## src/rtl/fir_pkg.sv

```systemverilog
// fir_pkg: constants shared across the FIR accelerator and its result FIFO
package fir_pkg;
   localparam int DATA_WIDTH  = 16;
   localparam int NUM_REGS    = 8;
   localparam int FIFO_DEPTH  = 8;
   localparam int FIFO_THRESH = 4;
   localparam int DROP_CNT_W  = 8;
endpackage

```

## src/rtl/fir_result_fifo.sv

```systemverilog
// fir_result_fifo: first-word-fall-through result buffer with level, threshold and drop accounting
module fir_result_fifo #(
   parameter int DATA_WIDTH = fir_pkg::DATA_WIDTH,
   parameter int DEPTH      = fir_pkg::FIFO_DEPTH,
   parameter int THRESH     = fir_pkg::FIFO_THRESH
) (
   input  logic                         clk,
   input  logic                         rstN,
   input  logic                         clr,
   input  logic [DATA_WIDTH-1:0]        inData,
   input  logic                         inValid,
   output logic [DATA_WIDTH-1:0]        outData,
   output logic                         outValid,
   input  logic                         outReady,
   output logic [$clog2(DEPTH+1)-1:0]   level,
   output logic                         thresholdIrq,
   output logic                         overflow,
   input  logic                         overflowClr,
   output logic [fir_pkg::DROP_CNT_W-1:0] dropCount
);
   import fir_pkg::*;
   localparam int AW = $clog2(DEPTH);
   localparam int CW = $clog2(DEPTH+1);
   logic [DATA_WIDTH-1:0] mem [DEPTH];
   logic [AW-1:0] rd_ptr, wr_ptr;
   logic [CW-1:0] count;
   logic full, empty, pop, push, drop;
   assign full  = count == CW'(DEPTH);
   assign empty = count == '0;
   assign pop   = !empty && outReady;
   assign push  = inValid && (!full || pop);
   assign drop  = inValid && full && !pop;
   assign outValid     = !empty;
   assign outData      = empty ? '0 : mem[rd_ptr];
   assign level        = count;
   assign thresholdIrq = count >= CW'(THRESH);
   // storage write; flush discards the incoming result
   always_ff @(posedge clk) begin
      if (push && !clr) mem[wr_ptr] <= inData;
   end
   // pointers and occupancy; pointers wrap naturally at DEPTH
   always_ff @(posedge clk or negedge rstN) begin
      if (!rstN) begin
         rd_ptr <= '0;
         wr_ptr <= '0;
         count  <= '0;
      end else if (clr) begin
         rd_ptr <= '0;
         wr_ptr <= '0;
         count  <= '0;
      end else begin
         if (push) wr_ptr <= wr_ptr + 1'b1;
         if (pop) rd_ptr <= rd_ptr + 1'b1;
         count <= count + CW'(push) - CW'(pop);
      end
   end
   // sticky overflow and saturating drop counter; a drop beats a same-cycle clear
   always_ff @(posedge clk or negedge rstN) begin
      if (!rstN) begin
         overflow  <= 1'b0;
         dropCount <= '0;
      end else if (clr) begin
         overflow  <= 1'b0;
         dropCount <= '0;
      end else if (drop) begin
         overflow  <= 1'b1;
         dropCount <= overflowClr ? DROP_CNT_W'(1) : (&dropCount ? dropCount : dropCount + 1'b1);
      end else if (overflowClr) begin
         overflow  <= 1'b0;
         dropCount <= '0;
      end
   end
endmodule
```

## config.mk

```make
export PLATFORM = sky130hd
export DESIGN_NAME = fir_result_fifo
export DESIGN_NICKNAME = d
export VERILOG_FILES = /design/src/rtl/fir_pkg.sv /design/src/rtl/fir_result_fifo.sv
export SDC_FILE = /design/constraint.sdc
export NUM_CORES = 1
export LEC_CHECK = 0
export CAP_MARGIN = 10
export CORE_ASPECT_RATIO = 0.7
export CORE_UTILIZATION = 52
export DETAILED_ROUTE_END_ITERATION = 8
export PLACE_DENSITY = 0.76
export SLEW_MARGIN = 20
export SYNTH_ARGS = -nofsm -noshare
export SYNTH_HDL_FRONTEND = slang
export SYNTH_SLANG_ARGS = --single-unit
```

## constraint.sdc

```tcl
create_clock -name clk -period 3.4 [get_ports clk]
set_input_delay 1.02 -clock clk [delete_from_list [all_inputs] [get_ports clk]]
set_output_delay 1.02 -clock clk [all_outputs]
set_load 0.005 [all_outputs]
```

Word level (Yosys, flattened, before mapping)
Memory sizes are Yosys's and may differ from the RTL's.
Index checks and enable logic that the tools add are counted.
W data, S select, Z words.
- equality and inequality tests: 2
- add/subtract/negate cells: 5
- reductions and logical operators: 16
- multiplexer cells: 16
- magnitude comparators: 1
- operators by type and width (kind ; number):
    $mux W8 ; 5
    $mux W16 ; 1
    $mux W3 ; 4
    $add A8 B1 Y8 const B ; 1
    $reduce_and A8 Y1 ; 1
    $add A3 B1 Y3 const B ; 2
    $logic_and A1 B1 Y1 ; 5
    $mux W1 ; 5
    $add A4 B1 Y4 ; 1
    $eq A4 B4 Y1 const B ; 1
    $ge A4 B3 Y1 const B ; 1
    $logic_not A1 Y1 ; 4
    $logic_not A4 Y1 ; 1
    $mux W4 ; 1
    $reduce_bool A2 Y1 ; 2
    $sub A4 B1 Y4 ; 1
    $ne A3 B3 Y1 const B ; 1
    $reduce_bool A3 Y1 ; 1
    $reduce_and A2 Y1 ; 1
    $logic_or A1 B1 Y1 ; 1
- memories kept: 1
- bits in writable memories: 128
- output and inout port bits: 31
- input port bits: 22
- logic and storage cells: 46
- flip-flop bits (word level): 19
- memory list (memory ; depth ; bits a word ; rd ports ; clocked after memory_dff ; write ports ; line ; source):
    mem ; 8 ; 16 ; 1 ; 0 ; 1 ; fir_result_fifo.sv:24 ; logic [DATA_WIDTH-1:0] mem [DEPTH];

Logic depth before layout (Yosys ltp)
- word-level depth: 8
- depth in mapped cells: 13
- mapped depth without buffers: 13

Least setup slack after synthesis
No wires, ideal clock.
- path type: input to register
- start: input outReady
- end: memory mem[0][0] (enable)
- buffers on the path: 0
- library setup time: 0.436 ns
- data arrival time: 3.261 ns
- required time: 2.964 ns
- stages on the path: 4
- setup slack: -0.297 ns
- cells stage by stage: nand2b_1 > a31oi_4 > inv_1 > nor4b_1
- word-level cells in the longest chain between the ends: 6
- RTL lines (element ; line ; source):
    start: declaration ; fir_result_fifo.sv:14 ; input logic outReady,
    $logic_and A1 B1 Y1 ; fir_result_fifo.sv:30 ; assign pop = !empty && outReady;
    $logic_or A1 B1 Y1 ; fir_result_fifo.sv:31 ; assign push = inValid && (!full || pop);
    $logic_and A1 B1 Y1 ; fir_result_fifo.sv:31 ;
    $logic_and A1 B1 Y1 ; fir_result_fifo.sv:39 ; if (push && !clr) mem[wr_ptr] <= inData;
    $mux W1 ; fir_result_fifo.sv:39 ;
    $mux W1 (not written as such) ; fir_result_fifo.sv:39 ;
    end: declaration ; fir_result_fifo.sv:24 ;
No other way between the ends.

Final worst setup path
- start: register rd_ptr[0]
- end: output outData[12]
- word-level cells in the longest chain between the ends: 2
- RTL lines (element ; line ; source):
    start: declaration ; fir_result_fifo.sv:25 ; logic [AW-1:0] rd_ptr, wr_ptr;
    start signal: assignment ; fir_result_fifo.sv:53 ; if (pop) rd_ptr <= rd_ptr + 1'b1;
    $mem_v2 Z8 W16 ; n/a ;
    $mux W16 ; fir_result_fifo.sv:34 ; assign outData = empty ? '0 : mem[rd_ptr];
    end: declaration ; fir_result_fifo.sv:12 ; output logic [DATA_WIDTH-1:0] outData,
No other way between the ends.

==> key figures <==
Synth
  – Top-area cell type share of the netlist area: 62.9%
  – Mapped cell area: 6110 µm²
  – YS warnings: 0
  – Yosys reg bits: 147
  – Post-synthesis compound-gate area fraction: 2.87%
  – Cell with the most instances after synthesis: edfxtp_1
  – Number of synthesized flops with an enable pin: 128
  – Top cells by count, synth: 128 x edfxtp_1, 32 x mux4_2, 30 x nor2_1
  – Largest family of logic cells by synthesized area: multiplexers
  – Synth Flop Type: edfxtp_1
  – Number of library cell types mapped by synthesis: 49
  – Synth top area cells: edfxtp_1 63%, mux4_2 12%, dfrtp_1 7.8%, mux2i_1 2.8%, ha_1 1.8%
  – Synth Net Count: 359
  – Post-Syn Instances: 327
  – Xor and xnor area share after synthesis: 0.717%
  – Post-synthesis sequential area ratio: 70.7%
  – Largest area contributor in the netlist: edfxtp_1
  – Post-synth ARST share: 12.9%
  – Avg Synthesized Cell Area: 18.7 µm²
  – Adder-Cell Fraction of Synth Area: 2.17%
  – Simple-Gate Fraction of Synth Area: 6.82%
  – Mux cell area share after synthesis: 14.6%

Setup path
  – Startpoint class of the critical path: register
  – Critical path's largest stage delay: 520 ps
  – Slowest stage cell, crit path: mux4_2
  – Kind of critical path: register to primary output
  – CP Data Arrival Time: 2240 ps
  – Cells on worst reg2reg path: 13
  – RR Endpoint: level[2]
  – R2r startpoint: level[2]
  – Worst Path Required: 2380 ps
  – Crit-path max FO: 16
  – Worst path cell trace: buf_12, mux4_2, mux2i_1, nor2_1, clkdlybuf4s50_1
  – Critical Path Sink Type: primary output
  – R2R Setup Slk: 710 ps

GRT
  – Antenna violations before repair: 0
  – Met2 Use GR: 33.8%
  – GR Util All Layers: 21.9%
  – Global-route wire length before repair: 19,000 µm
  – GRT Residual Overflow: 0
  – Vias in the first global route: 3,298
  – M1 GR Usage: 30.7%
  – GRT busiest layer: met2
  – Largest net degree at the start of global routing: 20
  – GR Layer Usage met3: 5.42%

STA
  – Worst Skew: 6.16 ps
  – Slew headroom: 71.6%
  – Min Tclk post-route: 3260 ps
  – Max Fclk: 307 MHz
  – Final Hold Viols: 0
  – Setup tns final: 0 ps
  – Fin Hold WS: 551 ps
  – Final slew viol count: 0
  – RSZ-0062 raised after global routing: false
  – Slew at the pin closest to its max-slew limit: 427 ps
  – Fin crit share: 95.9%
  – Setup violators final: 0

Power and ir drop
  – Total power: 5.37 mW
  – Max IR drop VDD: 0.000498 V
  – PwrDens: 711 nW/µm²
  – Leakage: 2.52 nW

Clocking
  – Num CTS Buffers: 17
  – Clk Latency, worst-skew pair: 410 ps
  – Maximum clock path buffer count: 2
  – Clk slew on worst S/H paths: 60 ps
  – H-tree levels: 4
  – Clock sink total: 147
  – Clock Tree Root: clkbuf_16
  – CTS tree: built

Min path
  – Cells on Worst Hold Path: 1
  – Min-Delay Path Class: register to register
  – Worst Hold End: dropCount[6]
  – Min-delay src: dropCount[6]

Detailed routing
  – WL per Instance: 20.9 µm
  – Final ANT Viol Nets: 0
  – 1st-iter DRT viols: 297
  – DRT Pass-1 Iters: 4
  – Drc violations: 0
  – Via/cell ratio: 5.63
  – Drt total wl: 11,900 µm
  – Total vias in the final route: 3,203

Cells and area
  – Fin util: 67.4%
  – Layout area overhead: 23.6%
  – Fillers: 745
  – ANT cells: 0
  – Non-filler cells, final: 569
  – Share of cells above drive strength 1: 23.8%
  – Final nets: 435

Die
  – IO Count: 53
  – Die Area: 12,200 µm²
  – Row count: 32
  – Die Y: 92.7 µm
  – Initial Util: 54.5%
  – Core Region: 11,200 µm²
  – Horiz. Die Dim: 132 µm

Placed design
  – DPL Wire Length: 7090 µm
  – Placed insts: 537
  – Routability Congestion: 0.752
  – Port Buffers: 52

Flow run
  – Max-cap violations: 0

Status
  – Outcome: complete, no violations
==> worst max-delay path: cells and delay by family, from the launching register on <==
kind                   cells  cell delay, ps
buffers and inverters      2             640
flip-flops                 1             410
multiplexers               2             710
AND/OR/NAND/NOR            1              70
==> cells in the final DEF (no fill, tap or decap), types with 3 or more instances in the layout <==
cell             count
and3_1               4
nand2b_1             5
ha_1                 9
inv_1               10
bufinv_16            3
clkinv_2             3
a31oi_1              3
nor2_1              30
nor3_2               3
buf_4               15
mux2i_1             17
nor4_4               3
dfrtp_1             18
xnor2_1              4
clkdlybuf4s50_1     52
nand2_1              4
clkbuf_16           17
nand3_1              4
a21oi_1              7
clkbuf_1             4
edfxtp_1           128
buf_12               3
mux4_2              32
==> how the worst max path moves through the flow <==
stage | to | startpoint | slack (ps) | cells past startpoint
after floorplan | mem[6][0] | outReady | 330 | 4
after global placement | level[2] | outReady | 190 | 10
after detailed placement | level[2] | outReady | 130 | 10
after CTS | outData[12] | rd_ptr[0] | 7 | 5
after global routing | outData[12] | rd_ptr[0] | 20 | 5
final | outData[12] | rd_ptr[0] | 140 | 5
==> metrics by stage <==
step | cell area (µm²) | worst slack, ps
3_3_place_gp | 6960 | 187
3_5_place_dp | 6960 | 131
6_report | 7550 | 140
2_1_floorplan | 6130 | 326
4_1_cts | 7540 | 7.40
5_1_grt | 7550 | 24.6
==> area by class of cell <==
| class | instances | area, µm² | area share [%] |
|---|---|---|---|
| multi-input cells | 155 | 1720 | 22.8 |
| clock buffers | 21 | 440 | 5.83 |
| well taps | 153 | 191 | 2.53 |
| flip-flops and latches | 147 | 4320 | 57.2 |
| repair buffers | 71 | 704 | 9.33 |
| inverters | 11 | 41.3 | 0.547 |
| clock inverters | 11 | 136 | 1.81 |
==> timing repair <==
action / 4_1_cts / 5_1_grt
hold endpoints to repair: 0 / 0
endpoints found under the setup margin: 5 / 5
setup buffers: 0 / 0
hold buffers: 0 / 0
gates resized for setup: 1 / 3
==> flip-flops by register name, indices dropped and copies added (netlist names) <==
| signal | cells |
|---|---|
| level | 4 |
| dropCount | 8 |
| overflow | 1 |
| wr_ptr | 3 |
| mem | 128 |
| rd_ptr | 3 |
==> report_power, final <==
group          switching [mW]  internal (mW)
clock                   0.677           1.14
sequential             0.0673           2.05
combinational           0.625          0.801
total                    1.37           4.00
==> cell families after synthesis <==
logic type	count (synthesis)
flops	147
simple gates	69
mux	49
compound gates	22
buf+inv	25
xor+xnor	5
fa+ha+maj	10
==> layer usage <==
| layer | routed length (µm) | vias up |
|---|---|---|
| met5 | 0 | - |
| met4 | 159 | 0 |
| met3 | 801 | 14 |
| met2 | 5800 | 95 |
| met1 | 5150 | 1641 |
| li1 | - | 1453 |
No activity file was read; power rests on OpenSTA's default activity.
